File: src/rtl/qspi_pkg.sv
// qspi_pkg
// Constants and types shared by the QSPI flash initiator (qspi_flash) and
// the flash responder (qspi_flash_responder): opcodes, the continuous-read
// mode byte, status-register bit positions and the responder state enum.
package qspi_pkg;

    localparam logic [7:0] OP_RELEASE_PD = 8'hAB;
    localparam logic [7:0] OP_WREN       = 8'h06;
    localparam logic [7:0] OP_WRDI       = 8'h04;
    localparam logic [7:0] OP_WRSR       = 8'h01;
    localparam logic [7:0] OP_QREAD      = 8'hEB;
    localparam logic [7:0] MODE_CONT     = 8'h20;

    // Status register layout: SR1 in [7:0], SR2 in [15:8].
    localparam int SR_WEL_BIT = 0;
    localparam int SR_QE_BIT  = 9;

    typedef enum logic [2:0] {
        ST_IDLE   = 3'd0,
        ST_CMD    = 3'd1,
        ST_WRSR   = 3'd2,
        ST_ADDR   = 3'd3,
        ST_MODE   = 3'd4,
        ST_DUMMY  = 3'd5,
        ST_DATA   = 3'd6,
        ST_IGNORE = 3'd7
    } qspi_state_e;

    // Only mode bits [5:4] matter; 2'b10 keeps the device in continuous read.
    function automatic logic mode_is_cont(input logic [7:0] mode);
        return (mode & 8'h30) == (MODE_CONT & 8'h30);
    endfunction

endpackage

File: src/rtl/qspi_edge_sync.sv
// qspi_edge_sync
// Brings the asynchronous QSPI pad signals into the clk domain through a
// SYNC_STAGES-deep flop chain and derives single-cycle edge pulses.
// Ports:
//   clk_i, rst_ni      system clock, asynchronous active-low reset
//   cs_ni, sclk_i      raw chip select (active low) and serial clock
//   io_i[3:0]          raw pad inputs {hold, wp, so, si}
//   cs_rise_o/fall_o   one-cycle pulses on synchronized cs edges
//   sclk_rise_o/fall_o one-cycle pulses on synchronized sclk edges
//   io_o[3:0]          synchronized pad inputs, aligned with the sclk pulses
module qspi_edge_sync #(
    parameter int SYNC_STAGES = 2
) (
    input  logic       clk_i,
    input  logic       rst_ni,
    input  logic       cs_ni,
    input  logic       sclk_i,
    input  logic [3:0] io_i,
    output logic       cs_rise_o,
    output logic       cs_fall_o,
    output logic       sclk_rise_o,
    output logic       sclk_fall_o,
    output logic [3:0] io_o
);

    // Bit order inside the chain: {io[3:0], sclk, cs}. cs idles high.
    localparam logic [5:0] SYNC_RST = 6'b000001;

    logic [5:0] sync_q [SYNC_STAGES];
    logic [1:0] prev_q;
    logic [5:0] last_s;

    assign last_s = sync_q[SYNC_STAGES-1];

    // Synchronizer chain plus one extra stage of cs/sclk for edge detection.
    always_ff @(posedge clk_i or negedge rst_ni) begin
        if (!rst_ni) begin
            for (int i = 0; i < SYNC_STAGES; i++) begin
                sync_q[i] <= SYNC_RST;
            end
            prev_q <= 2'b01;
        end else begin
            sync_q[0] <= {io_i, sclk_i, cs_ni};
            for (int i = 1; i < SYNC_STAGES; i++) begin
                sync_q[i] <= sync_q[i-1];
            end
            prev_q <= last_s[1:0];
        end
    end

    assign cs_rise_o   =  last_s[0] & ~prev_q[0];
    assign cs_fall_o   = ~last_s[0] &  prev_q[0];
    assign sclk_rise_o =  last_s[1] & ~prev_q[1];
    assign sclk_fall_o = ~last_s[1] &  prev_q[1];
    assign io_o        =  last_s[5:2];

endmodule

File: src/rtl/qspi_flash_responder.sv
// qspi_flash_responder
// Device side of a QSPI flash bus. Decodes release-power-down, WREN, WRDI,
// WRSR and quad-IO read (0xEB, with continuous-read mode) and serves read
// data from a byte-wide synchronous memory port. The bus is oversampled in
// the clk domain, so clk must run at least 8x faster than sclk.
// Ports:
//   clk_i, rst_ni   system clock, asynchronous active-low reset
//   cs_ni, sclk_i   chip select (active low), serial clock (mode 0)
//   io_in_i[3:0]    pad inputs {hold, wp, so, si}
//   io_out_o[3:0]   pad output values, io_oe_o[3:0] per-pin enables
//   mem_addr_o      read address, mem_rd_o one-cycle read strobe
//   mem_rdata_i     read data, valid one clk after mem_rd_o
//   qe_o            quad-enable status bit (SR2[1])
module qspi_flash_responder
    import qspi_pkg::*;
#(
    parameter int ADDR_W      = 24,
    parameter int SYNC_STAGES = 2
) (
    input  logic              clk_i,
    input  logic              rst_ni,
    input  logic              cs_ni,
    input  logic              sclk_i,
    input  logic [3:0]        io_in_i,
    output logic [3:0]        io_out_o,
    output logic [3:0]        io_oe_o,
    output logic [ADDR_W-1:0] mem_addr_o,
    output logic              mem_rd_o,
    input  logic [7:0]        mem_rdata_i,
    output logic              qe_o
);

    logic       cs_rise_s, cs_fall_s, sclk_rise_s, sclk_fall_s;
    logic [3:0] io_s;
    logic [7:0] opcode_s;
    logic [7:0] mode_s;

    qspi_state_e       state_q, state_d;
    logic [4:0]        cnt_q, cnt_d;
    logic [15:0]       shift_q, shift_d;
    logic [15:0]       sr_q, sr_d;
    logic              pd_q, pd_d;
    logic              cont_q, cont_d;
    logic [ADDR_W-1:0] addr_q, addr_d;
    logic [3:0]        io_out_q, io_out_d;
    logic [3:0]        io_oe_q, io_oe_d;
    logic              mem_rd_q, mem_rd_d;
    logic              rd_pend_q, rd_pend_d;
    logic [7:0]        pref_q, pref_d;
    logic [3:0]        lo_nib_q, lo_nib_d;
    logic              nib_lo_q, nib_lo_d;

    qspi_edge_sync #(
        .SYNC_STAGES (SYNC_STAGES)
    ) u_sync (
        .clk_i       (clk_i),
        .rst_ni      (rst_ni),
        .cs_ni       (cs_ni),
        .sclk_i      (sclk_i),
        .io_i        (io_in_i),
        .cs_rise_o   (cs_rise_s),
        .cs_fall_o   (cs_fall_s),
        .sclk_rise_o (sclk_rise_s),
        .sclk_fall_o (sclk_fall_s),
        .io_o        (io_s)
    );

    // Byte completed by the bit / nibble arriving on this rising edge.
    assign opcode_s = {shift_q[6:0], io_s[0]};
    assign mode_s   = {shift_q[3:0], io_s};

    // State and datapath registers.
    always_ff @(posedge clk_i or negedge rst_ni) begin
        if (!rst_ni) begin
            state_q   <= ST_IDLE;
            cnt_q     <= 5'd0;
            shift_q   <= 16'h0000;
            sr_q      <= 16'h0000;
            pd_q      <= 1'b1;
            cont_q    <= 1'b0;
            addr_q    <= '0;
            io_out_q  <= 4'h0;
            io_oe_q   <= 4'h0;
            mem_rd_q  <= 1'b0;
            rd_pend_q <= 1'b0;
            pref_q    <= 8'h00;
            lo_nib_q  <= 4'h0;
            nib_lo_q  <= 1'b0;
        end else begin
            state_q   <= state_d;
            cnt_q     <= cnt_d;
            shift_q   <= shift_d;
            sr_q      <= sr_d;
            pd_q      <= pd_d;
            cont_q    <= cont_d;
            addr_q    <= addr_d;
            io_out_q  <= io_out_d;
            io_oe_q   <= io_oe_d;
            mem_rd_q  <= mem_rd_d;
            rd_pend_q <= rd_pend_d;
            pref_q    <= pref_d;
            lo_nib_q  <= lo_nib_d;
            nib_lo_q  <= nib_lo_d;
        end
    end

    // Next-state and datapath decisions; cs deassertion overrides every state.
    always_comb begin
        state_d   = state_q;
        cnt_d     = cnt_q;
        shift_d   = shift_q;
        sr_d      = sr_q;
        pd_d      = pd_q;
        cont_d    = cont_q;
        addr_d    = addr_q;
        io_out_d  = io_out_q;
        io_oe_d   = io_oe_q;
        mem_rd_d  = 1'b0;
        rd_pend_d = mem_rd_q;
        lo_nib_d  = lo_nib_q;
        nib_lo_d  = nib_lo_q;
        pref_d    = rd_pend_q ? mem_rdata_i : pref_q;

        if (cs_rise_s) begin
            state_d = ST_IDLE;
            cnt_d   = 5'd0;
            io_oe_d = 4'h0;
            // WRSR commits only on a complete SR1+SR2 with WEL set; WEL drops either way.
            if (state_q == ST_WRSR) begin
                if ((cnt_q == 5'd16) && sr_q[SR_WEL_BIT]) begin
                    sr_d = {shift_q[7:0], shift_q[15:9], 1'b0};
                end else begin
                    sr_d = {sr_q[15:1], 1'b0};
                end
            end else begin
                sr_d = sr_q;
            end
        end else begin
            case (state_q)
                ST_IDLE: begin
                    io_oe_d = 4'h0;
                    if (cs_fall_s) begin
                        cnt_d   = 5'd0;
                        state_d = cont_q ? ST_ADDR : ST_CMD;
                    end else begin
                        state_d = ST_IDLE;
                    end
                end
                ST_CMD: begin
                    if (sclk_rise_s) begin
                        shift_d = {shift_q[14:0], io_s[0]};
                        if (cnt_q == 5'd7) begin
                            cnt_d   = 5'd0;
                            state_d = ST_IGNORE;
                            if (pd_q) begin
                                pd_d = (opcode_s != OP_RELEASE_PD);
                            end else begin
                                case (opcode_s)
                                    OP_WREN:  sr_d[SR_WEL_BIT] = 1'b1;
                                    OP_WRDI:  sr_d[SR_WEL_BIT] = 1'b0;
                                    OP_WRSR:  state_d = ST_WRSR;
                                    OP_QREAD: state_d = sr_q[SR_QE_BIT] ? ST_ADDR : ST_IGNORE;
                                    default:  state_d = ST_IGNORE;
                                endcase
                            end
                        end else begin
                            cnt_d = cnt_q + 5'd1;
                        end
                    end else begin
                        cnt_d = cnt_q;
                    end
                end
                ST_WRSR: begin
                    // Bits beyond the two status bytes are ignored.
                    if (sclk_rise_s && (cnt_q != 5'd16)) begin
                        shift_d = {shift_q[14:0], io_s[0]};
                        cnt_d   = cnt_q + 5'd1;
                    end else begin
                        cnt_d = cnt_q;
                    end
                end
                ST_ADDR: begin
                    if (sclk_rise_s) begin
                        addr_d = {addr_q[ADDR_W-5:0], io_s};
                        if (cnt_q == 5'd5) begin
                            cnt_d   = 5'd0;
                            state_d = ST_MODE;
                        end else begin
                            cnt_d = cnt_q + 5'd1;
                        end
                    end else begin
                        cnt_d = cnt_q;
                    end
                end
                ST_MODE: begin
                    if (sclk_rise_s) begin
                        shift_d = {shift_q[11:0], io_s};
                        if (cnt_q == 5'd1) begin
                            cont_d   = mode_is_cont(mode_s);
                            cnt_d    = 5'd0;
                            state_d  = ST_DUMMY;
                            // First byte is fetched during the dummy clocks.
                            mem_rd_d = 1'b1;
                        end else begin
                            cnt_d = cnt_q + 5'd1;
                        end
                    end else begin
                        cnt_d = cnt_q;
                    end
                end
                ST_DUMMY: begin
                    io_oe_d = 4'h0;
                    if (sclk_rise_s) begin
                        if (cnt_q == 5'd3) begin
                            cnt_d    = 5'd0;
                            state_d  = ST_DATA;
                            nib_lo_d = 1'b0;
                        end else begin
                            cnt_d = cnt_q + 5'd1;
                        end
                    end else begin
                        cnt_d = cnt_q;
                    end
                end
                ST_DATA: begin
                    if (sclk_fall_s) begin
                        io_oe_d = 4'hF;
                        if (!nib_lo_q) begin
                            // Latch the low nibble so the prefetch register is free for the next byte.
                            io_out_d = pref_q[7:4];
                            lo_nib_d = pref_q[3:0];
                            nib_lo_d = 1'b1;
                        end else begin
                            io_out_d = lo_nib_q;
                            nib_lo_d = 1'b0;
                            addr_d   = addr_q + ADDR_W'(1);
                            mem_rd_d = 1'b1;
                        end
                    end else begin
                        io_out_d = io_out_q;
                    end
                end
                ST_IGNORE: begin
                    io_oe_d = 4'h0;
                end
                default: begin
                    state_d = ST_IDLE;
                    io_oe_d = 4'h0;
                end
            endcase
        end
    end

    assign io_out_o   = io_out_q;
    assign io_oe_o    = io_oe_q;
    assign mem_addr_o = addr_q;
    assign mem_rd_o   = mem_rd_q;
    assign qe_o       = sr_q[SR_QE_BIT];

endmodule

File: config.mk
export PLATFORM = sky130hd
export DESIGN_NAME = qspi_flash_responder
export DESIGN_NICKNAME = d
export VERILOG_FILES = /design/src/rtl/qspi_pkg.sv /design/src/rtl/qspi_edge_sync.sv /design/src/rtl/qspi_flash_responder.sv
export SDC_FILE = /design/constraint.sdc
export NUM_CORES = 1
export LEC_CHECK = 0
export BUFFER_PORTS_ARGS = -buffer_cell sky130_fd_sc_hd__buf_2
export CELL_PAD_IN_SITES_DETAIL_PLACEMENT = 2
export CELL_PAD_IN_SITES_GLOBAL_PLACEMENT = 2
export CORE_MARGIN = 10
export CORE_UTILIZATION = 34
export CTS_CLUSTER_DIAMETER = 120
export DETAILED_ROUTE_END_ITERATION = 8
export GPL_TIMING_DRIVEN = 0
export PLACE_DENSITY = 0.81
export SETUP_SLACK_MARGIN = 0.2
export SLEW_MARGIN = 25
export SYNTH_ARGS = -nofsm -noshare
export SYNTH_HDL_FRONTEND = slang
export SYNTH_SLANG_ARGS = --single-unit
File: constraint.sdc
create_clock -name clk_i -period 1.8 [get_ports clk_i]
set_input_delay 0.27 -clock clk_i [delete_from_list [all_inputs] [get_ports clk_i]]
set_output_delay 0.27 -clock clk_i [all_outputs]
set_load 0.005 [all_outputs]
==> metrics.md, run 1 <==
| Metric | Value |
|---|---|
| R2r worst-path depth | `10` |
| Number of hold-slack violations in the final timing report | `0` |
| Clock Sinks | `between 70 and 80` |
| Clock edge transition at the registers on the reported setup and hold paths | `roughly 0.07 ns` |
| Initial core utilization | `34.6%` |
| Category of the worst setup path capture point | `register` |
| Ratio of cells with drive above 1 in the final layout | `63.5%` |
| Area used by multi-input combinational logic | `between 0.002 and 0.003 mm2` |
| CTS HTree Levels | `3` |
| Design area | `approximately 0.007 mm2` |
| Path type of the worst min-delay path | `in -> reg` |
| Fin crit period | `roughly 2.1 ns` |
| Number of nets at the end of the flow | `between 500 and 600` |
| Inserted Diodes | `0` |
| Pin slew with the least headroom to its limit | `0.544 ns` |
| Detailed Route Iter0 Violations | `320` |
| Final core utilization | `57.1%` |
| GRT Total Usage | `a little under a quarter` |
| Number of flip-flops and latches in the synthesized netlist | `77` |
| Share of the yosys chip area belonging to registers | `a little under half` |
| Crit path capture | `sr_q[0]$_DFFE_PN0P_` |
| Share of the clock period used by the worst path | `117%` |
| Antenna viol nets, final | `0` |
| Via count of the first global-routing pass | `4815` |
| Worst path setup slack after routing | `-0.313 ns` |
| CTS tree | `built` |
| Vertical extent of the die | `130 um` |
| CP arrival | `2.35 ns` |
| Total of fill cells in the finished design | `about 1100` |
| Core ar. | `around 0.012 mm2` |
| Overall die area | `between 0.015 and 0.02 mm2` |
| Sequential power share | `between 30 and 40%` |
| Endpoint of the worst-slack reg-to-reg timing path | `sr_q[0]$_DFFE_PN0P_` |
| Switching power | `~3.6 mW` |
| Post-synthesis area per instance | `between 10 and 15 um2` |
| Source of the worst register-to-register timing path | `u_sync.prev_q[0]$_DFF_PN1_` |
| Port Buffer Count | `just under 50` |
| Combined flip-flop and latch cell area | `around 0.0020 mm2` |
| Start point of the worst hold path | `cs_ni` |
| Part of the power in combinational logic | `44.7%` |
| Largest vdd supply drop | `0.00114 V` |
| Areal power density over the cells | `1290 mW/mm2` |
| Nets in the synthesized netlist | `approximately 430` |
| Aggregate routed wire length | `approximately 22000 um` |
| Std cell rows | `40` |
| Number of maximum-capacitance violations | `0` |
| Worst slew slack as a fraction of its limit | `around 64%` |
| Minimum setup slack among reg-to-reg paths | `-0.31 ns` |
| Global-route wire length before repair | `a little under 30000 um` |
| Required time of the worst setup path | `between 2 and 2.5 ns` |
| Setup Crit Path Kind | `reg -> reg` |
| Violations in the final reports | `setup timing` |
| Unique masters post-synth | `67` |
| Cell area after placement | `around 0.0048 mm2` |
| Pint | `5.18 mW` |
| Final-layout worst hold slack | `0.000639 ns` |
| Final setup violation count | `between 40 and 50` |
| Via density per instance | `6.14` |
| DRT Pass-1 Iters | `5` |
| Largest fanout on the critical path | `5` |
| Congestion Overflow GR | `0` |
| Unrepaired setup endpoints after global routing | `yes` |
| Async set or reset register ratio after synthesis | `100%` |
| Leakage dissipation | `2.95 nW` |
| Clock Latency Late Sink | `0.37 ns` |
| Achievable clock frequency | `between 0.4 and 0.5 GHz` |
| Max Root-Sink Buffers | `2` |
| Mapped Cells | `between 400 and 500` |
| Largest net degree at the start of global routing | `40` |
| Post-synth design cell area | `0.00414 mm2` |
| Antenna violations before repair | `0` |
| Max Slew Vio Count | `0` |
| Layout area overhead | `65.3%` |
| Launch point of the worst path | `u_sync.prev_q[0]$_DFF_PN1_` |
| Switching part of the total power | `between 40% and 50%` |
| Power share of the clock group | `22.2%` |
| Overall power of the completed layout | `between 8 and 9 mW` |
| DIE WIDTH | `approximately 130 um` |
| Total clock buffers created by CTS | `9` |
| Root Driver | `sky130_fd_sc_hd__clkbuf_16` |
| Dominant synthesized flop cell | `sky130_fd_sc_hd__dfrtp_1` |
| Status | `finished, violations left` |
| Routed wire length per instance | `~32 um` |
| I/O pins | `50` |
| Kind of launch point of the worst setup path | `register` |
| RD Place Congestion | `0.880` |
| DPL Wire Length | `around 9400 um` |
| Post-route clock skew | `~0.019 ns` |
| Total vias in the final route | `~4300` |
| Yosys synthesis warning count | `0` |
| EDFF count, synth | `0` |
| Detailed-route DRC error count | `0` |
state kept, by name, indices dropped and copies added, names as in the netlist:
| register | cells |
|---|---|
| nib_lo_q | 1 |
| cnt_q | 5 |
| u_sync.sync_q | 6 |
| rd_pend_q | 1 |
| shift_q | 7 |
| state_q | 3 |
| cont_q | 1 |
| pd_q | 1 |
| io_out_o | 4 |
| io_oe_o | 1 |
| u_sync.prev_q | 2 |
| mem_addr_o | 24 |
| mem_rd_o | 1 |
| u_sync.last_s | 6 |
| sr_q | 2 |
| pref_q | 8 |
| lo_nib_q | 4 |
cells in the mapped netlist, types with 9 or more instances:
cell type / number / share of area, %
sky130_fd_sc_hd__nor2_1: 33 / 3.0
sky130_fd_sc_hd__nand2_1: 21 / 1.9
sky130_fd_sc_hd__inv_1: 14 / 1.3
sky130_fd_sc_hd__a2bb2oi_1: 11 / 2.3
sky130_fd_sc_hd__clkbuf_1: 9 / 0.82
sky130_fd_sc_hd__mux2_2: 27 / 7.4
sky130_fd_sc_hd__a21oi_1: 31 / 3.8
sky130_fd_sc_hd__nand4_1: 12 / 1.8
sky130_fd_sc_hd__buf_2: 14 / 1.7
sky130_fd_sc_hd__nand3_1: 16 / 1.9
sky130_fd_sc_hd__o21ai_0: 21 / 2.5
sky130_fd_sc_hd__dfrtp_1: 73 / 44
placed cells by master (no fill, tap or decap), drive strengths merged, types with 8 or more instances in the layout:
| master | netlist | layout |
|---|---|---|
| buf | 18 | 147 |
| dfrtp | 73 | 73 |
| o21ai | 21 | 21 |
| ha | 8 | 8 |
| nand4 | 14 | 14 |
| nand2 | 21 | 21 |
| o22ai | 8 | 8 |
| a2bb2oi | 11 | 11 |
| mux2 | 27 | 27 |
| inv | 14 | 14 |
| clkbuf | 9 | 20 |
| nand3 | 17 | 17 |
| nor2 | 34 | 34 |
| a21oi | 31 | 31 |
metal layers:
layer | GRT usage, % | wire (um) | part of all wire (%)
met4 | 10.4 | 1080 | 4.8
met5 | 0 | 0 | 0
met2 | 40.0 | 11400 | 51
met3 | 6.25 | 1060 | 4.7
met1 | 25.9 | 8760 | 39
worst min path at each step:
stage                                             to  cells past startpoint
after floorplan                 cnt_q[0]$_DFFE_PN0P_                      0
after global placement    u_sync.last_s[2]$_DFF_PN0_                      0
after detailed placement        cnt_q[3]$_DFFE_PN0P_                      1
after CTS                 u_sync.sync_q[6]$_DFF_PN1_                      1
after global routing      u_sync.sync_q[6]$_DFF_PN1_                      1
final                     u_sync.sync_q[6]$_DFF_PN1_                      1
logic make-up (layout without fill, tap and decap cells):
group	count (synthesis)	count (layout)	synth area share, %
and+or+nand+nor	135	135	18.7
DFF	77	77	46.7
muxes	33	33	8.80
AOI/OAI and AO/OA	115	115	18.9
buffers and inverters	42	188	4.51
adders and majority gates	8	8	2.42
metrics by stage:
stage / setup slack (ns) / TNS (ns) / instances
CTS: -0.0932 / -0.922 / 677
finish: -0.313 / -6.31 / 703
detailed placement: -0.400 / -11.24 / 607
floorplan: -0.00155 / -0.00155 / 410
global route: -0.374 / -8.10 / 703
global placement: -0.322 / -18.66 / 606
what timing repair did:
item	in CTS	in global routing
endpoints found under the hold margin	34	0
setup endpoints to repair	51	54
setup buffers	49	26
gates resized for setup	180	93
hold buffers	1	0
cloned	4	0
pin swaps	42	25
critical path, stage by stage (launching register included):
cell and delay, ns:
sky130_fd_sc_hd__dfstp_2 0.57, sky130_fd_sc_hd__inv_2 0.06, sky130_fd_sc_hd__ha_4 0.17, sky130_fd_sc_hd__buf_8 0.14, sky130_fd_sc_hd__buf_6 0.11, sky130_fd_sc_hd__buf_6 0.12, sky130_fd_sc_hd__nor2_4 0.09, sky130_fd_sc_hd__nand4_1 0.19
sky130_fd_sc_hd__nor2_1 0.24, sky130_fd_sc_hd__mux2i_1 0.22, sky130_fd_sc_hd__o21ai_1 0.08
area by class of cell:
class	count	share of cell area (%)
Multi-Input combinational cell	291	43.4
Tap cell	147	2.69
Sequential cell	77	28.6
Clock buffer	11	3.41
Timing Repair Buffer	130	15.4
Inverter	15	1.10
Buffer	27	4.52
Clock inverter	5	0.879
power by group through the flow:
stage	logic, mW	registers, mW	clock network, mW
after floorplan	1.40	2.61	0
after global placement	2.03	2.74	0
after detailed placement	2.13	2.78	0
after CTS	3.13	2.75	1.89
after global routing	4.14	2.97	2.07
final	3.93	2.91	1.95
Power figures use the tool's default switching activity.
==> inputs of run 2 (changes only) <==
Settings changed: CORE_MARGIN 10 to 4.
==> run 2 against run 1 <==
Effect of this change:
- the run still ends with setup timing left
- wire length fell by 3.7%
- sequential share of layout area rose by 1.2 points
- sequential power barely moved
- hold slack improved by 0.013 ns
- first-iteration DRC count rose by 1.9%
- clock power barely moved
- global-route usage fell by 0.53 points
- final cell count rose by 0.71%
- critical path type unchanged
==> metrics.md, run 2 (synthesis gave the netlist of run 1 again) <==
| Metric | Value |
|---|---|
| Clock edge transition at the registers on the reported setup and hold paths | `0.06 ns (about the same)` |
| Placed cell count | `607 (unchanged)` |
| Path type of the worst min-delay path | `in -> reg` |
| CTS tree | `built` |
| DIE WIDTH | `118 um (-9.2%)` |
| Slowest stage cell on the critical path | `sky130_fd_sc_hd__dfrtp_1` |
| Setup Crit Path Kind | `reg -> reg` |
| Crit path capture | `state_q[2]$_DFFE_PN0P_` |
| Source of the worst register-to-register timing path | `cnt_q[1]$_DFFE_PN0P_` |
| Detailed Route Iter0 Violations | `326 (+1.9%)` |
| Violations in the final reports | `setup timing` |
| Cell chain of the critical path | `inv_2 > ha_4 > nor4bb_4 > or3_1 > nand4_1 > a211o_1 > o31ai_2` |
| Max incr delay on CP | `0.40 ns (-0.17 ns)` |
| Largest net degree at the start of global routing | `42 (+5.0%)` |
| Endpoint of the worst-slack reg-to-reg timing path | `state_q[2]$_DFFE_PN0P_` |
| Start point of the worst hold path | `cs_ni` |
| Minimum setup slack among reg-to-reg paths | `-0.28 ns (+0.03 ns)` |
| Overall die area | `0.0140 mm2 (-18%)` |
| Worst path setup slack after routing | `-0.284 ns (+0.0290 ns)` |
| Total vias in the final route | `4275 (-1.0%)` |
| CP Buf/Inv Count | `1 (-3)` |
| Pin slew with the least headroom to its limit | `0.706 ns (+0.162 ns)` |
| Largest vdd supply drop | `0.00119 V (+4.4%)` |
| DPL Wire Length | `9440 um (+0.99%)` |
| Total clock buffers created by CTS | `9 (unchanged)` |
| Area used by multi-input combinational logic | `0.00272 mm2 (-8.4%)` |
| RD Place Congestion | `0.851 (-3.3%)` |
| Final-layout worst hold slack | `0.0141 ns (+0.0135 ns)` |
| Launch point of the worst path | `cnt_q[1]$_DFFE_PN0P_` |
| Layout area overhead | `58.7%` |
| Cell type group with the largest total delay on the critical path | `simple AND/OR/NAND/NOR gates` |
| Combined flip-flop and latch cell area | `0.00195 mm2 (about the same)` |
| Std cell rows | `40 (unchanged)` |
| Global-route wire length before repair | `24800 um (-16%)` |
| GRT Total Usage | `22.5% (-0.53 points)` |
| Leakage dissipation | `2.92 nW (-0.97%)` |
| I/O pins | `50 (unchanged)` |
| Via density per instance | `6.04 (-1.7%)` |
| Number of flip-flops under the largest register name | `24 (unchanged)` |
| Fin crit period | `2.08 ns (-0.0290 ns)` |
| Commonest cells after routing, fill and taps aside | `72 x sky130_fd_sc_hd__buf_4, 55 x sky130_fd_sc_hd__dfrtp_1, 50 x sky130_fd_sc_hd__buf_2` |
| DRT Pass-1 Iters | `4 (-1)` |
| Clock Sinks | `77 (unchanged)` |
| Ratio of cells with drive above 1 in the final layout | `58.5% (-5.0 points)` |
| Unrepaired setup endpoints after global routing | `yes` |
| CP arrival | `2.33 ns (-0.02 ns)` |
| Max Root-Sink Buffers | `2 (unchanged)` |
| Category of the worst setup path capture point | `register` |
| Share of the clock period used by the worst path | `116% (-1.6 points)` |
| Count of cell instances traversed by the critical path | `7 (-3)` |
| Final setup violation count | `50 (+8.7%)` |
| Routed wire length per instance | `30.4 um (-4.4%)` |
| Post-route setup TNS | `-7.08 ns (-0.775 ns)` |
| Post-route clock skew | `0.0219 ns (+0.00327 ns)` |
| Status | `finished, violations left` |
| Inserted Diodes | `0 (unchanged)` |
| Max Slew Vio Count | `0 (unchanged)` |
| Root Driver | `sky130_fd_sc_hd__clkbuf_16` |
| Areal power density over the cells | `1300 mW/mm2 (+1.2%)` |
| Achievable clock frequency | `0.480 GHz (+1.4%)` |
| Antenna viol nets, final | `0 (unchanged)` |
| Aggregate routed wire length | `21500 um (-3.7%)` |
| Most common library cell in the layout ignoring fill and taps | `sky130_fd_sc_hd__buf_4` |
| Detailed-route DRC error count | `0 (unchanged)` |
| Clock Latency Late Sink | `0.37 ns (about the same)` |
| Number of maximum-capacitance violations | `0 (unchanged)` |
| Port Buffer Count | `49 (unchanged)` |
| Largest fanout on the critical path | `3 (-2)` |
| Cell Count, Final, Fillers Out | `708 (+0.71%)` |
| Number of hold-slack violations in the final timing report | `0 (unchanged)` |
| R2r worst-path depth | `7 (-3)` |
| Core ar. | `0.0120 mm2 (unchanged)` |
| Required time of the worst setup path | `2.05 ns (about the same)` |
| Total of fill cells in the finished design | `1141 (+3.6%)` |
| Congestion Overflow GR | `0 (unchanged)` |
| Antenna violations before repair | `0 (unchanged)` |
| Kind of launch point of the worst setup path | `register` |
| Via count of the first global-routing pass | `4290 (-11%)` |
| Worst slew slack as a fraction of its limit | `52.8% (-11 points)` |
| CTS HTree Levels | `3 (unchanged)` |
| Initial core utilization | `34.6% (unchanged)` |
| Vertical extent of the die | `118 um (-9.2%)` |
| Number of nets at the end of the flow | `580 (+0.87%)` |
## run 2: what timing repair did
item | CTS | global route
endpoints found under the hold margin | 32 | 0
setup buffers | 28 | 54
resized for setup | 66 | 142
setup endpoints to repair | 51 | 54
pin swaps | 12 | 35
gates cloned | 0 | 2
hold buffers | 1 | 0
## run 2: area by class of cell
cell class | count | share of cell area [%]
Multi-Input combinational cell | 291 | 41.4
Inverter | 15 | 1.11
Clock inverter | 5 | 0.915
Buffer | 27 | 4.39
Clock buffer | 11 | 3.70
Tap cell | 147 | 2.80
Timing Repair Buffer | 135 | 15.9
Sequential cell | 77 | 29.8
## run 2: power by group
part,switching (mW),total [mW],leakage [nW],internal (mW)
clock network,0.857,1.98,0.146,1.12
logic,1.85,3.64,1.81,1.79
registers,0.770,2.93,0.967,2.16
total,3.47,8.55,2.92,5.07
## run 2: worst min-delay path by stage
stage                                       to  slack (ns)  cells past startpoint
finish              u_sync.sync_q[6]$_DFF_PN1_        0.01                      1
global route        u_sync.sync_q[6]$_DFF_PN1_       0.003                      1
CTS                 u_sync.sync_q[6]$_DFF_PN1_        0.01                      1
detailed placement        cnt_q[0]$_DFFE_PN0P_        0.27                      1
global placement    u_sync.last_s[2]$_DFF_PN0_        0.34                      0
floorplan                 cnt_q[0]$_DFFE_PN0P_       -0.03                      0
## run 2: layer usage
metal	part of all wire (%)	vias up	track usage, %
met4	4.9	0	7.25
met1	40	2218	28.8
met3	4.2	64	4.59
li1	-	1824	-
met5	0	-	0
met2	51	169	38.2
## run 2: through the flow
| step | util (%) | total power, mW | setup slack (ns) | instance area (um2) |
|---|---|---|---|---|
| 5_1_grt | 54.9 | 8.91 | -0.353 | 6560 |
| 3_3_place_gp | 39.8 | 4.75 | -0.386 | 4760 |
| 2_1_floorplan | - | 4.01 | -0.00155 | 4330 |
| 3_5_place_dp | 40.0 | 4.92 | -0.472 | 4780 |
| 6_report | 54.9 | 8.55 | -0.284 | 6560 |
| 4_1_cts | 46.4 | 7.31 | -0.168 | 5550 |
==> inputs of run 3 (changes only) <==
Settings changed: BUFFER_PORTS_ARGS -buffer_cell sky130_fd_sc_hd__buf_2 to -buffer_cell sky130_fd_sc_hd__clkbuf_2, CORE_UTILIZATION 34 to 33, GPL_ROUTABILITY_DRIVEN from default to 0, PLACE_DENSITY 0.81 to 0.8, SYNTH_HIERARCHICAL from default to 1.
==> run 3 against run 2 <==
Effect of this change:
- the run still ends with setup timing left
- non-clock buffer count shrank 27
- register-to-register slack lost 0.07 ns
- combinational power grew 6.6%
- largest cell class unchanged
- highest routed layer is now met5
==> metrics.md, run 3 <==
| Metric | Value |
|---|---|
| Post-route clock skew | `0.0118 ns (-0.0101 ns)` |
| CP Buf/Inv Count | `5 (+4)` |
| Cell type with the largest total area after synthesis | `sky130_fd_sc_hd__dfrtp_1` |
| Switching power | `3.84 mW (+11%)` |
| Core ar. | `0.0121 mm2 (+0.84%)` |
| Most numerous cell types in the synthesized netlist | `73 x sky130_fd_sc_hd__dfrtp_1, 40 x sky130_fd_sc_hd__a21oi_1, 34 x sky130_fd_sc_hd__nand2_1, 31 x sky130_fd_sc_hd__o21ai_0, 25 x sky130_fd_sc_hd__nor2_1` |
| Clock Sinks | `77 (unchanged)` |
| Number of hold-slack violations in the final timing report | `0 (unchanged)` |
| Synth top area cells | `sky130_fd_sc_hd__dfrtp_1 45%, sky130_fd_sc_hd__a21oi_1 4.9%, sky130_fd_sc_hd__mux2_2 4.1%` |
| Share of the clock period used by the worst path | `120% (+3.9 points)` |
| Pin slew with the least headroom to its limit | `0.658 ns (-0.0476 ns)` |
| Detailed-routing wirelength on met1 | `8180 um (-4.5%)` |
| Overall die area | `0.0142 mm2 (+1.4%)` |
| Detailed-route DRC error count | `0 (unchanged)` |
| Std cell rows | `40 (unchanged)` |
| Nets in the synthesized netlist | `436 (+0.46%)` |
| Total of fill cells in the finished design | `1189 (+4.2%)` |
| Placement-stage worst setup slack | `-0.502 ns (-0.0299 ns)` |
| CP arrival | `2.42 ns (+0.09 ns)` |
| Dominant synthesized flop cell | `sky130_fd_sc_hd__dfrtp_1` |
| Cell chain of the critical path | `buf_4 > nand3b_1 > a211oi_4 > buf_6 > buf_6 > buf_6 > buf_6 > a21oi_2 > a21oi_1` |
| Root Driver | `sky130_fd_sc_hd__clkbuf_16` |
| Switching part of the total power | `43.4% (+2.8 points)` |
| Post-synthesis area per instance | `9.80 um2 (-2.9%)` |
| Vertical extent of the die | `119 um (+0.71%)` |
| Wire length on met3 | `939 um (+4.4%)` |
| Yosys synthesis warning count | `6 (+6)` |
| Initial core utilization | `33.8% (-0.78 points)` |
| Routed wire length on met2 | `10100 um (-8.1%)` |
| Path type of the worst min-delay path | `in -> reg` |
| Top routing layer in use | `met5` |
| Critical path's most frequent cell | `sky130_fd_sc_hd__buf_6` |
| Max Slew Vio Count | `0 (unchanged)` |
| Slowest stage cell on the critical path | `sky130_fd_sc_hd__dfrtp_1` |
| Most common library cell in the layout ignoring fill and taps | `sky130_fd_sc_hd__dfrtp_1` |
| Sequential power share | `34.0% (-0.3 points)` |
| Final core utilization | `52.1% (-2.7 points)` |
| Largest fanout on the critical path | `10 (+7)` |
| Leakage dissipation | `2.67 nW (-8.8%)` |
| Total clock buffers created by CTS | `9 (unchanged)` |
| Category of the worst setup path capture point | `register` |
| Violations in the final reports | `setup timing` |
| Routed wire length per instance | `28.2 um (-7.1%)` |
| Area used by multi-input combinational logic | `0.00267 mm2 (-1.8%)` |
| Ratio of cells with drive above 1 in the final layout | `55.7% (-2.8 points)` |
| Antenna viol nets, final | `0 (unchanged)` |
| Areal power density over the cells | `1410 mW/mm2 (+7.9%)` |
| Clock Latency Late Sink | `0.36 ns (about the same)` |
| Detailed Route Iter0 Violations | `280 (-14%)` |
| Cell area after placement | `0.00468 mm2 (-2.1%)` |
| Pint | `5.00 mW (-1.4%)` |
| DIE WIDTH | `119 um (+0.71%)` |
| DPL Wire Length | `9340 um (-1.1%)` |
| CTS tree | `built` |
| Via count of the first global-routing pass | `4469 (+4.2%)` |
| Power share of the clock group | `22.1% (-1.0 points)` |
| Port Buffer Count | `49 (unchanged)` |
| Design area | `0.00629 mm2 (-4.2%)` |
| Share of Yosys cell area claimed by the top area cell type | `44.8% (+0.65 points)` |
| Number of flip-flops under the largest register name | `24 (unchanged)` |
| Kind of launch point of the worst setup path | `register` |
| Antenna violations before repair | `1 (+1)` |
| Number of maximum-capacitance violations | `0 (unchanged)` |
| I/O pins | `50 (unchanged)` |
| Via density per instance | `5.90 (-2.3%)` |
| Count of cell instances traversed by the critical path | `9 (+2)` |
| EDFF count, synth | `0 (unchanged)` |
| Final setup violation count | `40 (-20%)` |
| Post-synth design cell area | `0.00408 mm2 (-1.5%)` |
| Unrepaired setup endpoints after global routing | `yes` |
| Cell type group with the largest total delay on the critical path | `buffers and inverters` |
| Share of the yosys chip area belonging to registers | `47.4% (+0.69 points)` |
| Number of flip-flops and latches in the synthesized netlist | `77 (unchanged)` |
| Max Root-Sink Buffers | `2 (unchanged)` |
| Max incr delay on CP | `0.44 ns (+0.04 ns)` |
| GRT Total Usage | `24.7% (+2.2 points)` |
| Global-route wire length before repair | `27100 um (+9.3%)` |
| Minimum setup slack among reg-to-reg paths | `-0.35 ns (-0.07 ns)` |
| DRT Pass-1 Iters | `4 (unchanged)` |
| Async set or reset register ratio after synthesis | `100% (unchanged)` |
| Congestion Overflow GR | `0 (unchanged)` |
| Inserted Diodes | `0 (unchanged)` |
| Worst path setup slack after routing | `-0.354 ns (-0.0707 ns)` |
| Largest vdd supply drop | `0.000895 V (-25%)` |
| CTS HTree Levels | `3 (unchanged)` |
| Layout area overhead | `54.3%` |
| Most frequently used cell type in the post-synthesis netlist | `sky130_fd_sc_hd__dfrtp_1` |
| Commonest cells after routing, fill and taps aside | `65 x sky130_fd_sc_hd__dfrtp_1, 51 x sky130_fd_sc_hd__clkbuf_2, 45 x sky130_fd_sc_hd__buf_4` |
| Fin crit period | `2.15 ns (+0.0707 ns)` |
| Mapped Cells | `416 (+1.5%)` |
| Part of the power in combinational logic | `43.9% (+1.3 points)` |
| Worst hold path cell count | `1 (unchanged)` |
| Setup Crit Path Kind | `reg -> reg` |
| Achievable clock frequency | `0.464 GHz (-3.3%)` |
| Unique masters post-synth | `64 (-4.5%)` |
| Combined flip-flop and latch cell area | `0.00194 mm2 (-0.64%)` |
| Largest net degree at the start of global routing | `78 (+86%)` |
| Worst slew slack as a fraction of its limit | `56.1% (+3.3 points)` |
| R2r worst-path depth | `9 (+2)` |
| Clock edge transition at the registers on the reported setup and hold paths | `0.06 ns (about the same)` |
| Status | `finished, violations left` |
| Final-layout worst hold slack | `0.0161 ns (+0.00203 ns)` |
| Overall power of the completed layout | `8.84 mW (+3.4%)` |
| Required time of the worst setup path | `2.07 ns (+0.02 ns)` |
| Number of nets at the end of the flow | `554 (-4.5%)` |
| Aggregate routed wire length | `19900 um (-7.2%)` |
| Total vias in the final route | `4172 (-2.4%)` |
[run 3: cell types whose count changed in the layout (fill, tap and decap cells not counted), moves of 12 or more]
cell | previous run | this run
sky130_fd_sc_hd__a21oi_2 | 11 | 23
sky130_fd_sc_hd__buf_2 | 50 | 0
sky130_fd_sc_hd__mux2_4 | 17 | 5
sky130_fd_sc_hd__buf_4 | 72 | 45
sky130_fd_sc_hd__clkbuf_2 | 3 | 51
[run 3: logic make-up after synthesis]
family,count (synthesis),share of synthesized area [%]
AND/OR/NAND/NOR,145,19.8
AO/OA/AOI/OAI,124,19.7
flip-flops,77,47.4
buffers and inverters,38,4.54
multiplexers,27,7.09
adder cells (fa/ha/maj),4,1.23
XOR/XNOR,1,0.215
[run 3: routing by layer]
layer	up-vias	track usage [%]
met5	-	0
met4	2	9.20
met3	56	4.23
met2	132	43.3
met1	2196	30.4
li1	1786	-
[run 3: worst paths after layout]
kind,end,start
worst max-delay path,mem_addr_o[12]$_DFFE_PN0P_,state_q[2]$_DFFE_PN0P_
worst min-delay path,u_sync/sync_q[8]$_DFF_PN0_,io_in_i[0]
worst max register to register,mem_addr_o[12]$_DFFE_PN0P_,state_q[2]$_DFFE_PN0P_
worst min register to register,u_sync/last_s[3]$_DFF_PN0_,u_sync/sync_q[9]$_DFF_PN0_
max in group asynchronous,cnt_q[0]$_DFFE_PN0P_,rst_ni
min in group asynchronous,pref_q[6]$_DFFE_PN0P_,rst_ni
[run 3: final cells by class]
class	count	area share [%]
Buffer	28	4.44
Sequential cell	77	30.9
Multi-Input combinational cell	301	42.5
Tap cell	168	3.34
Inverter	10	0.657
Timing Repair Buffer	107	13.3
Clock inverter	7	1.29
Clock buffer	9	3.58
[run 3: power groups by stage]
stage,Sequential [mW],Combinational [mW],Clock [mW]
after floorplan,2.65,1.58,0
after global placement,2.80,2.28,0
after detailed placement,2.83,2.41,0
after CTS,2.85,3.01,1.95
after global routing,3.06,4.11,2.07
final,3.01,3.88,1.95
[run 3: metrics by stage]
stage          std cells  setup TNS (ns)
4_1_cts              680           -1.06
3_5_place_dp         633          -12.76
3_3_place_gp         633          -32.75
5_1_grt              707          -10.50
6_report             707           -7.80
2_1_floorplan        416          -0.181
[run 3: repair_timing]
action,CTS,global route
setup endpoints to repair,53,54
hold buffers,2,0
setup buffers,26,27
gates cloned,3,0
endpoints found under the hold margin,74,0
pin swaps,22,33
resized for setup,107,88
[run 3: worst reg2reg max path, cell delays in order, from the launching register on]
cell and delay, ns:
sky130_fd_sc_hd__dfrtp_1 0.44, sky130_fd_sc_hd__buf_4 0.22, sky130_fd_sc_hd__nand3b_1 0.29, sky130_fd_sc_hd__a211oi_4 0.37
sky130_fd_sc_hd__buf_6 0.16, sky130_fd_sc_hd__buf_6 0.14, sky130_fd_sc_hd__buf_6 0.11, sky130_fd_sc_hd__buf_6 0.10
sky130_fd_sc_hd__a21oi_2 0.06, sky130_fd_sc_hd__a21oi_1 0.18
